File: src/rtl/booth_multiplier_pkg.sv
// Shared definitions for the radix-2 Booth multiplier: FSM encodings,
// supported operand widths and the iteration-counter sizing helper.
package booth_multiplier_pkg;

    localparam int WIDTH_MIN = 4;
    localparam int WIDTH_MAX = 32;

    typedef enum logic [2:0] {
        IDLE  = 3'd0,
        LOAD  = 3'd1,
        CALC  = 3'd2,
        DONE  = 3'd3,
        REARM = 3'd4
    } state_t;

    // Counter must hold the terminal value WIDTH; sized with one spare code.
    function automatic int cnt_width(input int width);
        return $clog2(width + 2);
    endfunction

endpackage

File: src/rtl/booth_step.sv
// One radix-2 Booth iteration: conditional add of a/s into the upper
// WIDTH+1 bits of the partial product, then an arithmetic shift right.
module booth_step
    import booth_multiplier_pkg::*;
#(
    parameter int WIDTH = 8
) (
    input  logic [2*WIDTH+2:0] p_i,
    input  logic [WIDTH:0]     a_i,
    input  logic [WIDTH:0]     s_i,
    output logic [2*WIDTH+2:0] p_o
);

    logic [WIDTH:0] hi_sum;

    always_comb begin
        hi_sum = p_i[2*WIDTH+2:WIDTH+2];
        case (p_i[1:0])
            2'b01:   hi_sum = hi_sum + a_i;
            2'b10:   hi_sum = hi_sum + s_i;
            default: hi_sum = p_i[2*WIDTH+2:WIDTH+2];
        endcase
        p_o = {hi_sum[WIDTH], hi_sum, p_i[WIDTH+1:1]};
    end

endmodule

File: src/rtl/booth_multiplier_param.sv
// Sequential signed/unsigned Booth multiplier with start/done handshake.
// done_sig pulses WIDTH+3 edges after the capturing start sample.
module booth_multiplier_param
    import booth_multiplier_pkg::*;
#(
    parameter int WIDTH = 8
) (
    input  logic               clk,
    input  logic               rst,
    input  logic               start_sig,
    input  logic               signed_mode,
    input  logic [WIDTH-1:0]   A,
    input  logic [WIDTH-1:0]   B,
    output logic               done_sig,
    output logic               busy,
    output logic [2*WIDTH-1:0] product,
    output logic [WIDTH:0]     SQ_a,
    output logic [WIDTH:0]     SQ_s,
    output logic [2*WIDTH+2:0] SQ_p
);

    localparam int CW = cnt_width(WIDTH);

    if (WIDTH < WIDTH_MIN || WIDTH > WIDTH_MAX) begin : g_bad_width
        $error("booth_multiplier_param: WIDTH out of supported range");
    end

    state_t             state_q;
    logic [WIDTH-1:0]   a_in_q;
    logic [WIDTH-1:0]   b_in_q;
    logic               mode_q;
    logic [WIDTH:0]     a_q;
    logic [WIDTH:0]     s_q;
    logic [2*WIDTH+2:0] p_q;
    logic [2*WIDTH+2:0] p_d;
    logic [CW-1:0]      cnt_q;
    logic               done_q;
    logic               busy_q;
    logic [2*WIDTH-1:0] product_q;

    logic [WIDTH:0] a_ext;
    logic [WIDTH:0] b_ext;

    // The extra top bit keeps -2^(WIDTH-1) and full-range unsigned exact.
    assign a_ext = {mode_q & a_in_q[WIDTH-1], a_in_q};
    assign b_ext = {mode_q & b_in_q[WIDTH-1], b_in_q};

    booth_step #(.WIDTH(WIDTH)) u_step (
        .p_i (p_q),
        .a_i (a_q),
        .s_i (s_q),
        .p_o (p_d)
    );

    always_ff @(posedge clk or posedge rst) begin
        if (rst) begin
            state_q   <= IDLE;
            a_in_q    <= '0;
            b_in_q    <= '0;
            mode_q    <= 1'b0;
            a_q       <= '0;
            s_q       <= '0;
            p_q       <= '0;
            cnt_q     <= '0;
            done_q    <= 1'b0;
            busy_q    <= 1'b0;
            product_q <= '0;
        end else begin
            case (state_q)
                IDLE: begin
                    if (start_sig) begin
                        a_in_q  <= A;
                        b_in_q  <= B;
                        mode_q  <= signed_mode;
                        busy_q  <= 1'b1;
                        state_q <= LOAD;
                    end
                end
                LOAD: begin
                    a_q     <= a_ext;
                    s_q     <= -a_ext;
                    p_q     <= {{(WIDTH+1){1'b0}}, b_ext, 1'b0};
                    cnt_q   <= '0;
                    state_q <= CALC;
                end
                CALC: begin
                    p_q <= p_d;
                    if (cnt_q == CW'(WIDTH)) begin
                        state_q <= DONE;
                    end else begin
                        cnt_q <= cnt_q + CW'(1);
                    end
                end
                DONE: begin
                    done_q    <= 1'b1;
                    product_q <= p_q[2*WIDTH:1];
                    state_q   <= REARM;
                end
                REARM: begin
                    // A start held high past done must not retrigger.
                    done_q <= 1'b0;
                    busy_q <= 1'b0;
                    if (!start_sig) begin
                        state_q <= IDLE;
                    end
                end
                default: state_q <= IDLE;
            endcase
        end
    end

    assign done_sig = done_q;
    assign busy     = busy_q;
    assign product  = product_q;
    assign SQ_a     = a_q;
    assign SQ_s     = s_q;
    assign SQ_p     = p_q;

endmodule

File: config.mk
export PLATFORM = sky130hd
export DESIGN_NAME = booth_multiplier_param
export DESIGN_NICKNAME = d
export VERILOG_FILES = /design/src/rtl/booth_multiplier_pkg.sv /design/src/rtl/booth_step.sv /design/src/rtl/booth_multiplier_param.sv
export SDC_FILE = /design/constraint.sdc
export NUM_CORES = 1
export LEC_CHECK = 0
export ABC_AREA = 1
export BUFFER_PORTS_ARGS = -buffer_cell sky130_fd_sc_hd__buf_2
export CORE_MARGIN = 10
export CORE_UTILIZATION = 49
export CTS_CLUSTER_SIZE = 8
export DETAILED_ROUTE_END_ITERATION = 10
export HOLD_SLACK_MARGIN = 0.08
export PLACE_DENSITY_LB_ADDON = 0.08
export SKIP_CTS_REPAIR_TIMING = 1
export SLEW_MARGIN = 20
export SYNTH_ARGS = -nofsm -noshare
export SYNTH_HDL_FRONTEND = slang
export SYNTH_SLANG_ARGS = --single-unit
File: constraint.sdc
create_clock -name clk -period 3 [get_ports clk]
set_clock_uncertainty 0.2 [all_clocks]
set_input_delay 0.75 -clock clk [delete_from_list [all_inputs] [get_ports clk]]
set_output_delay 0.75 -clock clk [all_outputs]
set_load 0.05 [all_outputs]
==> results of run 1 <==
per-stage QoR:
stage	hold slack, ns	util [%]	area (um2)	setup WS (ns)	cells
5_1_grt	0.306	59.2	4340	0.158	601
4_1_cts	0.286	59.2	4340	0.404	601
3_5_place_dp	0.267	56.6	4150	0.428	586
3_3_place_gp	0.260	56.6	4150	0.494	586
6_report	0.280	59.2	4340	0.418	601
2_1_floorplan	0.275	-	3720	0.0833	427
registers in the layout (all words and copies together), names as in the netlist:
name and cells:
done_sig 1, SQ_a 9, a_in_q 8, busy 1
mode_q 1, cnt_q 4, product 16, SQ_p 18
state_q 3, SQ_s 8, b_in_q 8
cells by family after synthesis:
| family | Yosys count |
|---|---|
| AND/OR/NAND/NOR | 146 |
| AO/OA/AOI/OAI | 99 |
| buffers and inverters | 81 |
| flip-flops | 77 |
| adder cells (fa/ha/maj) | 14 |
| multiplexers | 7 |
| XOR/XNOR | 3 |
cell type report:
class | instances | area share (%)
clock buffers | 13 | 4.12
multi-input cells | 269 | 33.3
well taps | 99 | 2.85
flip-flops and latches | 77 | 44.4
inverters | 63 | 5.45
repair buffers | 78 | 9.51
clock inverters | 2 | 0.375
synthesized netlist by cell type (2+ instances only):
| cell | count | area [um2] |
|---|---|---|
| nand2_1 | 87 | 327 |
| dfrtp_1 | 77 | 1930 |
| inv_1 | 59 | 221 |
| o21ai_0 | 42 | 210 |
| a21oi_1 | 29 | 145 |
| nor2_1 | 28 | 105 |
| nand3_1 | 20 | 100 |
| ha_1 | 13 | 163 |
| o22ai_1 | 9 | 56.3 |
| a31oi_1 | 7 | 43.8 |
| mux2_2 | 7 | 78.8 |
| buf_2 | 5 | 25.0 |
| buf_4 | 5 | 37.5 |
| clkbuf_1 | 5 | 18.8 |
| inv_2 | 4 | 15.0 |
| o21ai_1 | 4 | 20.0 |
| buf_6 | 2 | 22.5 |
| nand2_2 | 2 | 12.5 |
| nand3_2 | 2 | 20.0 |
| nand4_1 | 2 | 12.5 |
| nor3_1 | 2 | 10.0 |
| o211ai_1 | 2 | 15.0 |
| o21a_1 | 2 | 15.0 |
| o221ai_1 | 2 | 17.5 |
| xor2_1 | 2 | 17.5 |
tightest hold or removal path, stage by stage, from the launching register on:
cell and delay, ns:
dfrtp_1 0.34, nand2_1 0.05, o21ai_0 0.05
layer usage:
metal | global-route usage, % | wire length, um | up-vias
li1 | - | - | 1534
met1 | 22.5 | 4400 | 1363
met2 | 22.9 | 3650 | 65
met3 | 5.57 | 551 | 11
met4 | 4.93 | 125 | 0
met5 | 0 | 0 | -
worst paths after layout:
kind / slack (ns) / startpoint / endpoint / depth (start not counted)
setup / recovery: 0.42 / SQ_p[0]$_DFFE_PP0P_ / SQ_p[13]$_DFFE_PP0P_ / 10
hold / removal: 0.28 / product[12]$_DFFE_PP0P_ / product[12]$_DFFE_PP0P_ / 2
min in group asynchronous: 0.29 / rst / busy$_DFFE_PP0P_ / 2
max in group asynchronous: 1.61 / rst / SQ_p[14]$_DFFE_PP0P_ / 3
hold reg to reg: 0.28 / product[12]$_DFFE_PP0P_ / product[12]$_DFFE_PP0P_ / 2
setup reg to reg: 0.42 / SQ_p[0]$_DFFE_PP0P_ / SQ_p[13]$_DFFE_PP0P_ / 10
==> metrics.md, run 1 <==
| Metric | Value |
|---|---|
| CTS Buf Count | 9 |
| Antenna Cells | 0 |
| Fraction of the yosys area taken by sequential cells | 51.8% |
| Register area | 1930 um2 |
| Min cycle time layout | around 2.6 ns |
| Worst-Margin Slew | between 0.6 and 0.7 ns |
| Clock Path Buffers | 2 |
| MaxCap Viol Count | 0 |
| Worst Setup Start Kind | flip-flop |
| Largest family of logic cells by synthesized area | simple AND/OR/NAND/NOR gates |
| Status | completed |
| Die area | 11500 um2 |
| Syn_nets | between 400 and 500 |
| CP arrival | about 2.6 ns |
| DRT antenna net count | 0 |
| CTS tree | yes |
| Filler cell count | just under 700 |
| First-pass GRT wire length | approximately 15000 um |
| Register bit total from synthesis | 77 |
| Clk sinks | 77 |
| DRC Markers | 0 |
| Floorplan row count | 31 |
| # IOs | 75 |
| Critical path cell sequence | inv_1, ha_1, mux2_2, fa_1, nand2_1, a21oi_1, nand2_1, nand2_1, o21ai_0, o21ai_0 |
| Largest net degree at the start of global routing | 34 |
| Starting Density | between 50% and 60% |
| Critical path's most frequent cell | nand2_1 |
| Die Width | 107 um |
| GP Congestion | between 0.8 and 0.9 |
| Dpl hpwl | between 6000 and 7000 um |
| Skew-Pair Late Insertion Delay | around 0.35 ns |
| Crit-path slowest cell | fa_1 |
| WL per Instance | about 15 um |
| Post-synth EDFFs | 0 |
| Synth Area in Compound Gates | around 15% |
| Core area | 7330 um2 |
| Chip height | between 100 and 150 um |
| Synth Area in Simple Gates | 16.6% |
| Final Hold Vio Count | 0 |
| Worst hold path type | flip-flop to flip-flop |
| Mux contribution to synthesized area | approximately 2.1% |
| Setup Crit Path Kind | flip-flop to flip-flop |
| F_max | a little under 400 MHz |
| Leading cell type in the layout, fill and taps excluded | nand2_1 |
| Netlist Area Pre-Place | around 3700 um2 |
| Cells after Synth | 427 |
| DR vias | between 2000 and 3000 |
| Initial antenna violation count | 0 |
| Post-Route WL | between 8000 and 9000 um |
| Final setup violation count | 0 |
| Total global-route track usage | 16.1% |
| Post-synth top flop | dfrtp_1 |
| Top delay family on crit path | adder cells |
| Yosys cell types | 33 |
| Layout cell share with drive strength beyond 1 | between 20 and 25% |
| Req. time, crit path | ~3.0 ns |
| Footprint of the multi-input gates | around 1400 um2 |
| Final net count | ~530 |
| Max stage delay on crit path | 0.44 ns |
| Number of port buffers | 74 |
| Yosys warns | 0 |
| XOR/XNOR Fraction of Synth Area | 0.707% |
| Slew Viols, Final | 0 |
| Rel. slew slack | between 50% and 60% |
| Most frequent cells in the layout | 87 x nand2_1, 77 x dfrtp_1, 74 x buf_2 |
| Setup_tns | 0 ns |
| DR pass1 iterations | 4 |
| Post-Synth Adder-Cell Area | between 4 and 5% |
| Area grow syn2layout | 16.8% |
| CP Capture Type | flip-flop |
| CP Max Fanout | 13 |
| Vias in the first global route | about 3000 |
| Clk pin slew, worst setup/hold paths | approximately 0.080 ns |
| RSZ-0062 raised after global routing | no |
| Vias/cell | between 4 and 5 |
| Worst path bufs/invs | 1 |
| Period utilization | 86.1% |
| Max H-tree Level | 3 |
| Total grt overflow | 0 |
| FFs w/ async S/R, synth | 100% |
| Clock root buffer master | clkbuf_8 |
| Synthesized area per cell | ~8.7 um2 |
| Iteration-0 DRC count of the detailed router | around 120 |
Power of run 1 is not shown: default switching activity piles up to over one toggle a cycle in this logic, so the estimate is an artifact.
==> run 2, diff against run 1 <==
Settings changed: MAX_ROUTING_LAYER set to met4.
==> run 2 against run 1 <==
Count of clock-buffer cells in the layout unchanged. Non-clock buffer count stayed put. Core utilization stayed put.
==> metrics.md, run 2 (same netlist as run 1, synthesis figures left out) <==
| Metric | Value |
|---|---|
| Final Hold Vio Count | 0 |
| Critical path's most frequent cell | nand2_1 |
| Number of port buffers | 74 |
| Clk sinks | 77 |
| Worst Setup Start Kind | flip-flop |
| R2R Setup Slk | between 0.4 and 0.5 ns |
| DR vias | 2975 |
| Top delay family on crit path | adder cells |
| Vias in the first global route | around 3000 |
| Total grt overflow | 0 |
| First-pass GRT wire length | approximately 15000 um |
| Footprint of the multi-input gates | between 1000 and 1500 um2 |
| Vias/cell | ~5.0 |
| Worst-Margin Slew | 0.660 ns |
| Skew-Pair Late Insertion Delay | between 0.3 and 0.4 ns |
| Final setup violation count | 0 |
| Register area | 1930 um2 |
| Worst hold path type | flip-flop to flip-flop |
| Largest net degree at the start of global routing | 34 |
| Status | completed |
| Most frequent cells in the layout | 87 x nand2_1, 77 x dfrtp_1, 74 x buf_2 |
| Filler cell count | between 600 and 700 |
| Setup_tns | 0 ns |
| CTS Buf Count | 9 |
| Die area | around 11000 um2 |
| Max H-tree Level | 3 |
| Layout cell share with drive strength beyond 1 | between 20% and 30% |
| WL per Instance | 14.5 um |
| Chip height | approximately 110 um |
| Setup Crit Path Kind | flip-flop to flip-flop |
| Core area | about 7300 um2 |
| CP Capture Type | flip-flop |
| Placed Area | just over 4000 um2 |
| Starting Density | 50.7% |
| Period utilization | 85.9% |
| Post-route cell area | 4340 um2 |
| Leading cell type in the layout, fill and taps excluded | nand2_1 |
| Antenna Cells | 0 |
| Clk pin slew, worst setup/hold paths | around 0.08 ns |
| Total global-route track usage | 16.6% |
| Critical path cell sequence | inv_1, ha_1, mux2_2, fa_1, nand2_1, a21oi_1, nand2_1, nand2_1, o21ai_0, o21ai_0 |
| MaxCap Viol Count | 0 |
| Clock root buffer master | clkbuf_8 |
| Iteration-0 DRC count of the detailed router | approximately 130 |
| Slew Viols, Final | 0 |
| RSZ-0062 raised after global routing | no |
| Rel. slew slack | 55.9% |
| Post-Route WL | between 8000 and 9000 um |
| DRC Markers | 0 |
| CP Max Fanout | 13 |
| DRT antenna net count | 0 |
| GP Congestion | 0.861 |
| Worst path bufs/invs | 1 |
| Initial antenna violation count | 0 |
| F_max | 388 MHz |
| Die Width | between 100 and 150 um |
| # IOs | 75 |
| Dpl hpwl | roughly 6600 um |
| Clock Path Buffers | 2 |
| DR pass1 iterations | 4 |
| Area grow syn2layout | 16.8% |
| Min cycle time layout | around 2.6 ns |
| Floorplan row count | 31 |
| Crit-path slowest cell | fa_1 |
| Max stage delay on crit path | approximately 0.44 ns |
| Number of flip-flops in the largest register | 18 |
| Final net count | ~530 |
| CTS tree | yes |
| CP arrival | roughly 2.6 ns |
| Req. time, crit path | between 3 and 4 ns |
## run 2: cell counts in the layout (fill, tap and decap cells not counted)
Identical to the previous run, type by type.
## run 2: area by class of cell
| cell class | count | area share, % |
|---|---|---|
| Sequential cell | 77 | 44.4 |
| Tap cell | 99 | 2.85 |
| Clock inverter | 2 | 0.375 |
| Inverter | 63 | 5.45 |
| Clock buffer | 13 | 4.12 |
| Multi-Input combinational cell | 269 | 33.3 |
| Timing Repair Buffer | 78 | 9.51 |
## run 2: worst paths after layout
path / startpoint / endpoint / cells past startpoint
max in group asynchronous: rst / SQ_p[14]$_DFFE_PP0P_ / 3
min reg2reg: product[12]$_DFFE_PP0P_ / product[12]$_DFFE_PP0P_ / 2
max reg2reg: SQ_p[0]$_DFFE_PP0P_ / SQ_p[13]$_DFFE_PP0P_ / 10
min in group asynchronous: rst / busy$_DFFE_PP0P_ / 2
min: product[12]$_DFFE_PP0P_ / product[12]$_DFFE_PP0P_ / 2
max: SQ_p[0]$_DFFE_PP0P_ / SQ_p[13]$_DFFE_PP0P_ / 10
## run 2: routing by layer
| layer | wire length (um) | vias to the layer above | track usage (%) |
|---|---|---|---|
| met5 | 0 | - | - |
| met2 | 3710 | 68 | 22.9 |
| met3 | 446 | 5 | 4.67 |
| met4 | 70 | 0 | 4.93 |
| li1 | - | 1533 | - |
| met1 | 4490 | 1369 | 22.9 |
## run 2: through the flow
stage	std cells	utilization (%)	setup WS, ns	hold WS [ns]
after detailed placement	586	56.6	0.428	0.267
final	601	59.2	0.423	0.280
after floorplan	427	-	0.0833	0.275
after global routing	601	59.2	0.158	0.306
after global placement	586	56.6	0.494	0.260
after CTS	601	59.2	0.404	0.286
## run 2: worst reg2reg max path: stages (launching register included)
cell and delay, ns:
dfrtp_1 0.38, inv_1 0.08, ha_1 0.40, mux2_2 0.43, fa_1 0.44, nand2_1 0.11, a21oi_1 0.10, nand2_1 0.07
nand2_1 0.04, o21ai_0 0.12, o21ai_0 0.09
Power of run 2 is left out for the same reason.
